**src/rtl/packet_rx_pkg.sv**
```systemverilog
// Shared types and defaults for the packet_rx serial receiver.
package packet_rx_pkg;

    localparam int PKT_BITS_DEF   = 18;
    localparam int OVERSAMPLE_DEF = 16;

    typedef enum logic [2:0] {
        IDLE,
        START,
        DATA,
        STOP,
        WAIT_HIGH
    } packet_rx_state_t;

    // Odd convention: a good packet has an odd number of ones.
    function automatic logic odd_parity_ok(input logic [17:0] pkt);
        return ^pkt;
    endfunction

endpackage

```
**src/rtl/packet_rx_bit_sampler.sv**
```systemverilog
// Input synchronizer, mid-bit sample counter and sample decision for packet_rx.
// Optional build macro: PACKET_RX_MAJORITY_EN (2-of-3 vote around mid-bit).
module rx_bit_sampler #(
    parameter int OVERSAMPLE = 16
) (
    input  logic clk,
    input  logic reset_n,
    input  logic i_rx,
    input  logic i_cnt_clr,
    output logic o_sync_bit,
    output logic o_sample_strobe,
    output logic o_sample_val
);

    localparam int CW = $clog2(OVERSAMPLE);

    logic [1:0]    r_sync;
    logic [CW-1:0] r_cnt;

    always_ff @(posedge clk or negedge reset_n) begin
        if (!reset_n) begin
            r_sync <= 2'b11;
        end else begin
            r_sync <= {r_sync[0], i_rx};
        end
    end

    // Counter is power-of-2 sized so it wraps once per bit without a compare.
    always_ff @(posedge clk or negedge reset_n) begin
        if (!reset_n) begin
            r_cnt <= '0;
        end else if (i_cnt_clr) begin
            r_cnt <= '0;
        end else begin
            r_cnt <= r_cnt + 1'b1;
        end
    end

    assign o_sync_bit      = r_sync[1];
    assign o_sample_strobe = (r_cnt == CW'(OVERSAMPLE / 2 - 1));

`ifdef PACKET_RX_MAJORITY_EN
    logic r_prev;

    always_ff @(posedge clk or negedge reset_n) begin
        if (!reset_n) begin
            r_prev <= 1'b1;
        end else begin
            r_prev <= r_sync[1];
        end
    end

    // Third vote is taken from the first sync stage, i.e. the value the
    // synchronized bit will carry next clk, so the decision cycle is unchanged.
    assign o_sample_val = (r_prev & r_sync[1]) | (r_prev & r_sync[0]) |
                          (r_sync[1] & r_sync[0]);
`else
    assign o_sample_val = r_sync[1];
`endif

endmodule

```
**src/rtl/packet_rx.sv**
```systemverilog
// Oversampled serial packet receiver with parity/framing/overrun status.
// Optional build macro: PACKET_RX_MAJORITY_EN (majority-voted bit samples).
module packet_rx
    import packet_rx_pkg::*;
#(
    parameter int PKT_BITS   = PKT_BITS_DEF,
    parameter int OVERSAMPLE = OVERSAMPLE_DEF
) (
    input  logic                clk,
    input  logic                reset_n,
    input  logic                rx_in,
    input  logic                uld_rx_data,
    output logic [PKT_BITS-1:0] rx_data,
    output logic                rx_empty,
    output logic                parity_err,
    output logic                frame_err,
    output logic                overrun
);

    localparam int BW = $clog2(PKT_BITS + 1);

    packet_rx_state_t    r_state;
    packet_rx_state_t    w_next;
    logic [BW-1:0]       r_bit;
    logic [PKT_BITS-1:0] r_shift;
    logic [PKT_BITS-1:0] r_data;
    logic                r_empty;
    logic                r_perr;
    logic                r_ferr;
    logic                r_ovr;

    logic w_sync_bit;
    logic w_strobe;
    logic w_sval;
    logic w_cnt_clr;
    logic w_last_bit;
    logic w_load;
    logic w_stop_bad;
    logic w_par_ok;

    assign w_cnt_clr = (r_state == IDLE) || (r_state == WAIT_HIGH);

    rx_bit_sampler #(
        .OVERSAMPLE (OVERSAMPLE)
    ) u_sampler (
        .clk             (clk),
        .reset_n         (reset_n),
        .i_rx            (rx_in),
        .i_cnt_clr       (w_cnt_clr),
        .o_sync_bit      (w_sync_bit),
        .o_sample_strobe (w_strobe),
        .o_sample_val    (w_sval)
    );

    assign w_last_bit = (r_bit == BW'(PKT_BITS - 1));
    assign w_load     = (r_state == STOP) && w_strobe && w_sval;
    assign w_stop_bad = (r_state == STOP) && w_strobe && !w_sval;

    generate
        if (PKT_BITS == PKT_BITS_DEF) begin : g_par_def
            assign w_par_ok = odd_parity_ok(r_shift);
        end else begin : g_par_gen
            assign w_par_ok = ^r_shift;
        end
    endgenerate

    always_ff @(posedge clk or negedge reset_n) begin
        if (!reset_n) begin
            r_state <= IDLE;
        end else begin
            r_state <= w_next;
        end
    end

    always_comb begin
        w_next = r_state;
        case (r_state)
            IDLE:      if (!w_sync_bit) w_next = START;
            START:     if (w_strobe) w_next = w_sval ? IDLE : DATA;
            DATA:      if (w_strobe && w_last_bit) w_next = STOP;
            STOP:      if (w_strobe) w_next = w_sval ? IDLE : WAIT_HIGH;
            WAIT_HIGH: if (w_sync_bit) w_next = IDLE;
            default:   w_next = IDLE;
        endcase
    end

    // Shift right so the first bit received ends up in bit 0.
    always_ff @(posedge clk or negedge reset_n) begin
        if (!reset_n) begin
            r_bit   <= '0;
            r_shift <= '0;
        end else begin
            if (r_state == START && w_strobe) begin
                r_bit <= '0;
            end
            if (r_state == DATA && w_strobe) begin
                r_shift <= {w_sval, r_shift[PKT_BITS-1:1]};
                r_bit   <= r_bit + 1'b1;
            end
            if (w_stop_bad) begin
                r_shift <= '0;
            end
        end
    end

    // Ordering matters: unload clears first, a same-cycle load then wins.
    always_ff @(posedge clk or negedge reset_n) begin
        if (!reset_n) begin
            r_data  <= '0;
            r_empty <= 1'b1;
            r_perr  <= 1'b0;
            r_ferr  <= 1'b0;
            r_ovr   <= 1'b0;
        end else begin
            if (uld_rx_data) begin
                r_empty <= 1'b1;
                r_perr  <= 1'b0;
                r_ferr  <= 1'b0;
                r_ovr   <= 1'b0;
            end
            if (w_load) begin
                if (r_empty || uld_rx_data) begin
                    r_data  <= r_shift;
                    r_empty <= 1'b0;
                    r_perr  <= ~w_par_ok;
                end else begin
                    r_ovr   <= 1'b1;
                end
            end
            if (w_stop_bad) begin
                r_ferr <= 1'b1;
            end
        end
    end

    assign rx_data    = r_data;
    assign rx_empty   = r_empty;
    assign parity_err = r_perr;
    assign frame_err  = r_ferr;
    assign overrun    = r_ovr;

endmodule

```
**config.mk**
```make
export PLATFORM = sky130hd
export DESIGN_NAME = packet_rx
export DESIGN_NICKNAME = d
export VERILOG_FILES = /design/src/rtl/packet_rx_pkg.sv /design/src/rtl/packet_rx_bit_sampler.sv /design/src/rtl/packet_rx.sv
export SDC_FILE = /design/constraint.sdc
export NUM_CORES = 1
export LEC_CHECK = 0
export CELL_PAD_IN_SITES_DETAIL_PLACEMENT = 0
export CELL_PAD_IN_SITES_GLOBAL_PLACEMENT = 1
export CORE_MARGIN = 5
export CORE_UTILIZATION = 48
export DETAILED_ROUTE_END_ITERATION = 7
export PLACE_DENSITY = 0.93
export SLEW_MARGIN = 20
export SYNTH_ARGS = -nofsm -noshare
export SYNTH_HDL_FRONTEND = slang
export SYNTH_HIERARCHICAL = 1
export SYNTH_SLANG_ARGS = --single-unit
```
**constraint.sdc**
```tcl
create_clock -name clk -period 5.6 [get_ports clk]
set_input_delay 1.12 -clock clk [delete_from_list [all_inputs] [get_ports clk]]
set_output_delay 1.12 -clock clk [all_outputs]
set_load 0.05 [all_outputs]
```
# Word level (Yosys, flattened, before mapping)
# Cells that the tools add are included.
dict set report word_totals {
  regBits 54
  out_inout_bits 22
  elab_cells 64
}
dict set report op_classes {
  addsub 2
  n_eq_ne 11
  n_mux 24
  bitwise 1
  n_reduce_logical 16
}
# operator n
set ops {}
lappend ops {{18-bit two-way mux} 2}
lappend ops {{3-bit two-way mux} 6}
lappend ops {{18-bit XOR reduction} 1}
lappend ops {{3-bit one-hot mux with 5 select lines} 1}
lappend ops {{1-bit two-way mux} 11}
lappend ops {{5-bit two-way mux} 2}
lappend ops {{2-bit != test, second input constant} 4}
lappend ops {{3-bit by 2-bit equality test with 1-bit output, second input constant} 2}
lappend ops {{1-bit logical AND} 6}
lappend ops {{2-bit nonzero test} 3}
lappend ops {{5-bit by 1-bit adder with 5-bit output, second input constant} 1}
lappend ops {{5-bit equality test, second input constant} 1}
lappend ops {{5-bit AND reduction} 1}
lappend ops {{4-bit by 1-bit adder with 4-bit output, second input constant} 1}
lappend ops {{4-bit by 3-bit equality test with 1-bit output, second input constant} 1}
lappend ops {{4-bit two-way mux} 1}
lappend ops {{3-bit by 1-bit equality test with 1-bit output, second input constant} 1}
lappend ops {{3-bit equality test, second input constant} 1}
lappend ops {{3-bit zero test} 1}
lappend ops {{1-bit logical OR} 2}
lappend ops {{2-bit two-way mux} 1}
lappend ops {{2-bit by 1-bit != test with 1-bit output, second input constant} 1}
lappend ops {{2-bit AND reduction} 1}
lappend ops {{1-bit zero test} 1}
lappend ops {{1-bit NOT} 1}

# Depth between registers and ports, before layout
dict set report logic_depth {
  ltp_word 4
  ltp_mapped 9
  ltp_nobuf 8
}

# Modules after synthesis
# Netlist, hierarchy kept.
# module instances cells_per_inst area_per_inst_um2 seq_area_each_um2
set modules_own_cells {}
lappend modules_own_cells {packet_rx 1 193 2148.3 1202.4}
lappend modules_own_cells {rx_bit_sampler 1 18 237.7 152.6}

# Least setup slack after synthesis
# OpenSTA, ideal clock, no wires.
dict set report synth_timing {
  path_kind {input -> register}
  start {input uld_rx_data}
  end {register r_data[10], in the netlist rx_data[10]}
  setup_ns 0.125
  arrival_ns 1.883
  setup_slack_ns 3.592
  stages 3
  n_path_buf 1
  cell_sequence {o21ai_4 -> buf_6 -> mux2_4}
}
dict set report synth_via {
  elab_chain_len 2
}
# element line_no
set synth_rtl {}
lappend synth_rtl {{from (decl)} packet_rx.sv:12} ;# input logic uld_rx_data,
lappend synth_rtl {{1-bit logical OR} packet_rx.sv:122} ;# if (r_empty || uld_rx_data) begin
lappend synth_rtl {{2-bit AND reduction (no source line)} n/a}
lappend synth_rtl {{to (signal assigned)} packet_rx.sv:123} ;# r_data <= r_shift;
lappend synth_rtl {{to (decl)} packet_rx.sv:26} ;# logic [PKT_BITS-1:0] r_data;
# No other way between the ends.
# A chain may end at the register's enable or synchronous reset.

# Worst setup path in the final report
dict set report layout_timing {
  start {register r_empty, in the netlist rx_empty}
  end {output rx_empty}
}
# element line_no
set layout_rtl {}
lappend layout_rtl {{from (decl)} packet_rx.sv:27} ;# logic r_empty;
lappend layout_rtl {{from (signal assigned)} packet_rx.sv:110} ;# r_empty <= 1'b1;
lappend layout_rtl {{from (signal assigned)} packet_rx.sv:116} ;# r_empty <= 1'b1;
lappend layout_rtl {{from (signal assigned)} packet_rx.sv:124} ;# r_empty <= 1'b0;
lappend layout_rtl {{to (decl)} packet_rx.sv:14} ;# output logic rx_empty,
# No word-level cell between the ends.

==> impl_metrics.env <==
export IMPL_outcome="finished, final reports clean"
export IMPL_hold_start="u_sampler/r_sync[0]"
export IMPL_antenna_cells=0
export IMPL_synth_nets=218
export IMPL_cpPeakStageDelay_ns=0.82
export IMPL_drtIter0Drc=130
export IMPL_clock_latency_ns=0.31
export IMPL_vias=1515
export IMPL_p_per_area_mw_per_mm2=281
export IMPL_ios=26
export IMPL_initial_core_util=0.499
export IMPL_preCtsSetupSlack_ns=2.76
export IMPL_grt_pass1_wl_mm=7.12
export IMPL_drv_slew=0
export IMPL_viasPerCell=4.97
export IMPL_grt_use_total=0.142
export IMPL_grt_overflow_total=0
export IMPL_synthCells=211
export IMPL_clock_sinks=54
export IMPL_drive_gt1_frac=0.164
export IMPL_ys_types=31
export IMPL_place_gp_congestion=0.721
export IMPL_fin_crit_sh=0.506
export IMPL_fmax_ghz=0.353
export IMPL_ctsHoldBuffers=0
export IMPL_ff2ff_path_depth=7
export IMPL_p_leak_nw=1.26
export IMPL_syn_avg_cell_area_um2=11.3
export IMPL_r2r_start="u_sampler/r_cnt[0]"
export IMPL_worstSetupEndpointType="output port"
export IMPL_holdPathEnd="u_sampler/r_sync[1]"
export IMPL_hold_class="reg2reg"
export IMPL_ys_seq_elements=54
export IMPL_path_clk_slew_ns=0.09
export IMPL_rsz0062_at_grt="false"
export IMPL_worstPathMaxFanout=5
export IMPL_finClkSkew_ns=0.0127
export IMPL_drt_antenna_violating_nets=0
export IMPL_layout_nets=244
export IMPL_required_ns=4.48
export IMPL_setup_tns_ns=0
export IMPL_antenna_found_initial=0
export IMPL_core_mm2=0.00479
export IMPL_cts_inserted_buffers=5
export IMPL_crit_buf_inv=1
export IMPL_drcViolationCount=0
export IMPL_synthesis_area_mm2=0.00239
export IMPL_finalHoldViolations=0
export IMPL_row_count=25
export IMPL_synthToLayoutAreaGrowth_pct=16.5
export IMPL_dp_hpwl_mm=2.63
export IMPL_worstReg2RegEnd="r_state[2]"
export IMPL_drv_cap=0
export IMPL_slew_headroom=0.434
export IMPL_start_kind="flop"
export IMPL_die_h_um=80.5
export IMPL_wire_per_inst_um=12.9
export IMPL_postCtsSetupRepairBufs=0
export IMPL_fin_ws_ns=2.76
export IMPL_r2r_slack_ns=3.54
export IMPL_utilization=0.581
export IMPL_crit_path_top_delay_cell="clkdlybuf4s50_1"
export IMPL_chipWidth_um=80.5
export IMPL_grt_max_degree=55
export IMPL_yosysWarnings=6
export IMPL_totalWireLength_mm=3.94
export IMPL_dieArea_mm2=0.00648
export IMPL_port_buffer_count=25
export IMPL_h_tree_depth=2
export IMPL_power_mw=0.782
export IMPL_cts_root_buf="clkbuf_8"
export IMPL_finalCriticalPeriod_ns=2.84
export IMPL_setup_violations=0
export IMPL_max_slew_worst_pin_slew_ns=0.850
export IMPL_first_pass_iters=4
export IMPL_path_delay_family="buffers and inverters"
export IMPL_worstSetupPathType="reg2out"
export IMPL_crit_arrival_ns=1.72
export IMPL_ctsLongestPathBuffers=2
export IMPL_grt_pass1_vias=1517
export IMPL_hold_path_depth=0
export IMPL_cts_tree="yes"
export IMPL_cts_resized=0
export IMPL_vdd_ir_drop_max_uv=247
export IMPL_yosysSeqAreaShare=0.568
export IMPL_crit_chain="clkdlybuf4s50_1"
[cells in the mapped netlist]
cell / count / area, µm²
nand3_1: 2 / 10.0
nand2b_1: 1 / 6.26
o22ai_1: 1 / 6.26
dfstp_2: 3 / 78.8
nor2_2: 1 / 6.26
nor2b_1: 3 / 18.8
xnor3_1: 1 / 22.5
nand2_1: 45 / 169
nor3_1: 1 / 5.00
nand4_1: 1 / 6.26
dfrtp_1: 51 / 1280
and3_4: 1 / 11.3
nor3b_1: 1 / 7.51
o21ai_4: 1 / 16.3
xor2_1: 3 / 26.3
buf_4: 1 / 7.51
inv_1: 4 / 15.0
nand3_2: 1 / 10.0
ha_1: 3 / 37.5
a31o_2: 1 / 8.76
clkbuf_1: 3 / 11.3
mux2_2: 9 / 101
buf_6: 1 / 11.3
nand3b_1: 2 / 15.0
o21ai_0: 9 / 45.0
a21oi_1: 20 / 100
and3b_2: 1 / 10.0
mux2_4: 10 / 150
xnor2_1: 16 / 140
buf_2: 3 / 15.0
nor2_1: 11 / 41.3
[placed cells by master, fill, tap and decap left out, drive strengths merged]
cell,n
nand3,3
xnor2,16
nand2,45
mux2,19
and3,1
nor2,12
buf,3
clkbuf,5
dfrtp,51
and3b,1
dfstp,3
o21ai,10
o22ai,1
xnor3,1
nand2b,1
nor3b,1
xor2,3
clkdlybuf4s50,24
a21oi,20
nor2b,3
nand4,1
nor3,1
inv,4
clkinv,3
ha,3
nand3b,2
a31o,1
[how the worst max path moves through the flow]
stage	from	endpoint	cells past startpoint
after floorplan	uld_rx_data	rx_data[10]	3
after global placement	uld_rx_data	rx_data[0]	3
after detailed placement	uld_rx_data	rx_data[0]	3
after CTS	rx_empty	rx_empty	1
after global routing	rx_empty	rx_empty	1
final	rx_empty	rx_empty	1
[kinds of logic after synthesis]
| kind of cell | Yosys count | synth area share |
|---|---|---|
| xor gates and xnor gates | 20 | 0.0792 |
| adders and majority gates | 3 | 0.0157 |
| buffers and inverters | 12 | 0.0252 |
| and+or+nand+nor | 71 | 0.133 |
| AOI/OAI and AO/OA | 32 | 0.0739 |
| DFF | 54 | 0.568 |
| muxes | 19 | 0.105 |
[metal layers]
| metal | part of all wire | global-route usage |
|---|---|---|
| met1 | 0.45 | 0.182 |
| met5 | 0 | 0 |
| met2 | 0.49 | 0.231 |
| met3 | 0.039 | 0.0404 |
| met4 | 0.013 | 0.0456 |
[layout make-up]
class	instances	area (µm²)
clock buffer	5	68.8
sequential	54	1360
multi-input combinational	145	971
fill	414	2010
clock inverter	3	26.3
tap	67	83.8
inverter	4	15.0
timing repair buffer	27	260
[stage by stage]
stage	hold WS, ns	std cells	instance area, µm²
finish	0.361	305	2780
global route	0.368	305	2780
CTS	0.364	305	2780
detailed placement	0.350	297	2690
global placement	0.346	297	2690
floorplan	0.345	211	2390
[sequential cells by signal, indices dropped and copies added (netlist names)]
| register | flops |
|---|---|
| frame_err | 1 |
| overrun | 1 |
| parity_err | 1 |
| r_bit | 5 |
| r_shift | 18 |
| r_state | 3 |
| rx_data | 18 |
| rx_empty | 1 |
| u_sampler/r_cnt | 4 |
| u_sampler/r_sync | 2 |
[power by group]
part / total, mW / internal [mW] / switching [mW] / leakage, nW
Clock: 0.220 / 0.0904 / 0.129 / 0.0483
Combinational: 0.111 / 0.0518 / 0.0597 / 0.477
Sequential: 0.451 / 0.419 / 0.0320 / 0.731
Power figures use the tool's default switching activity.
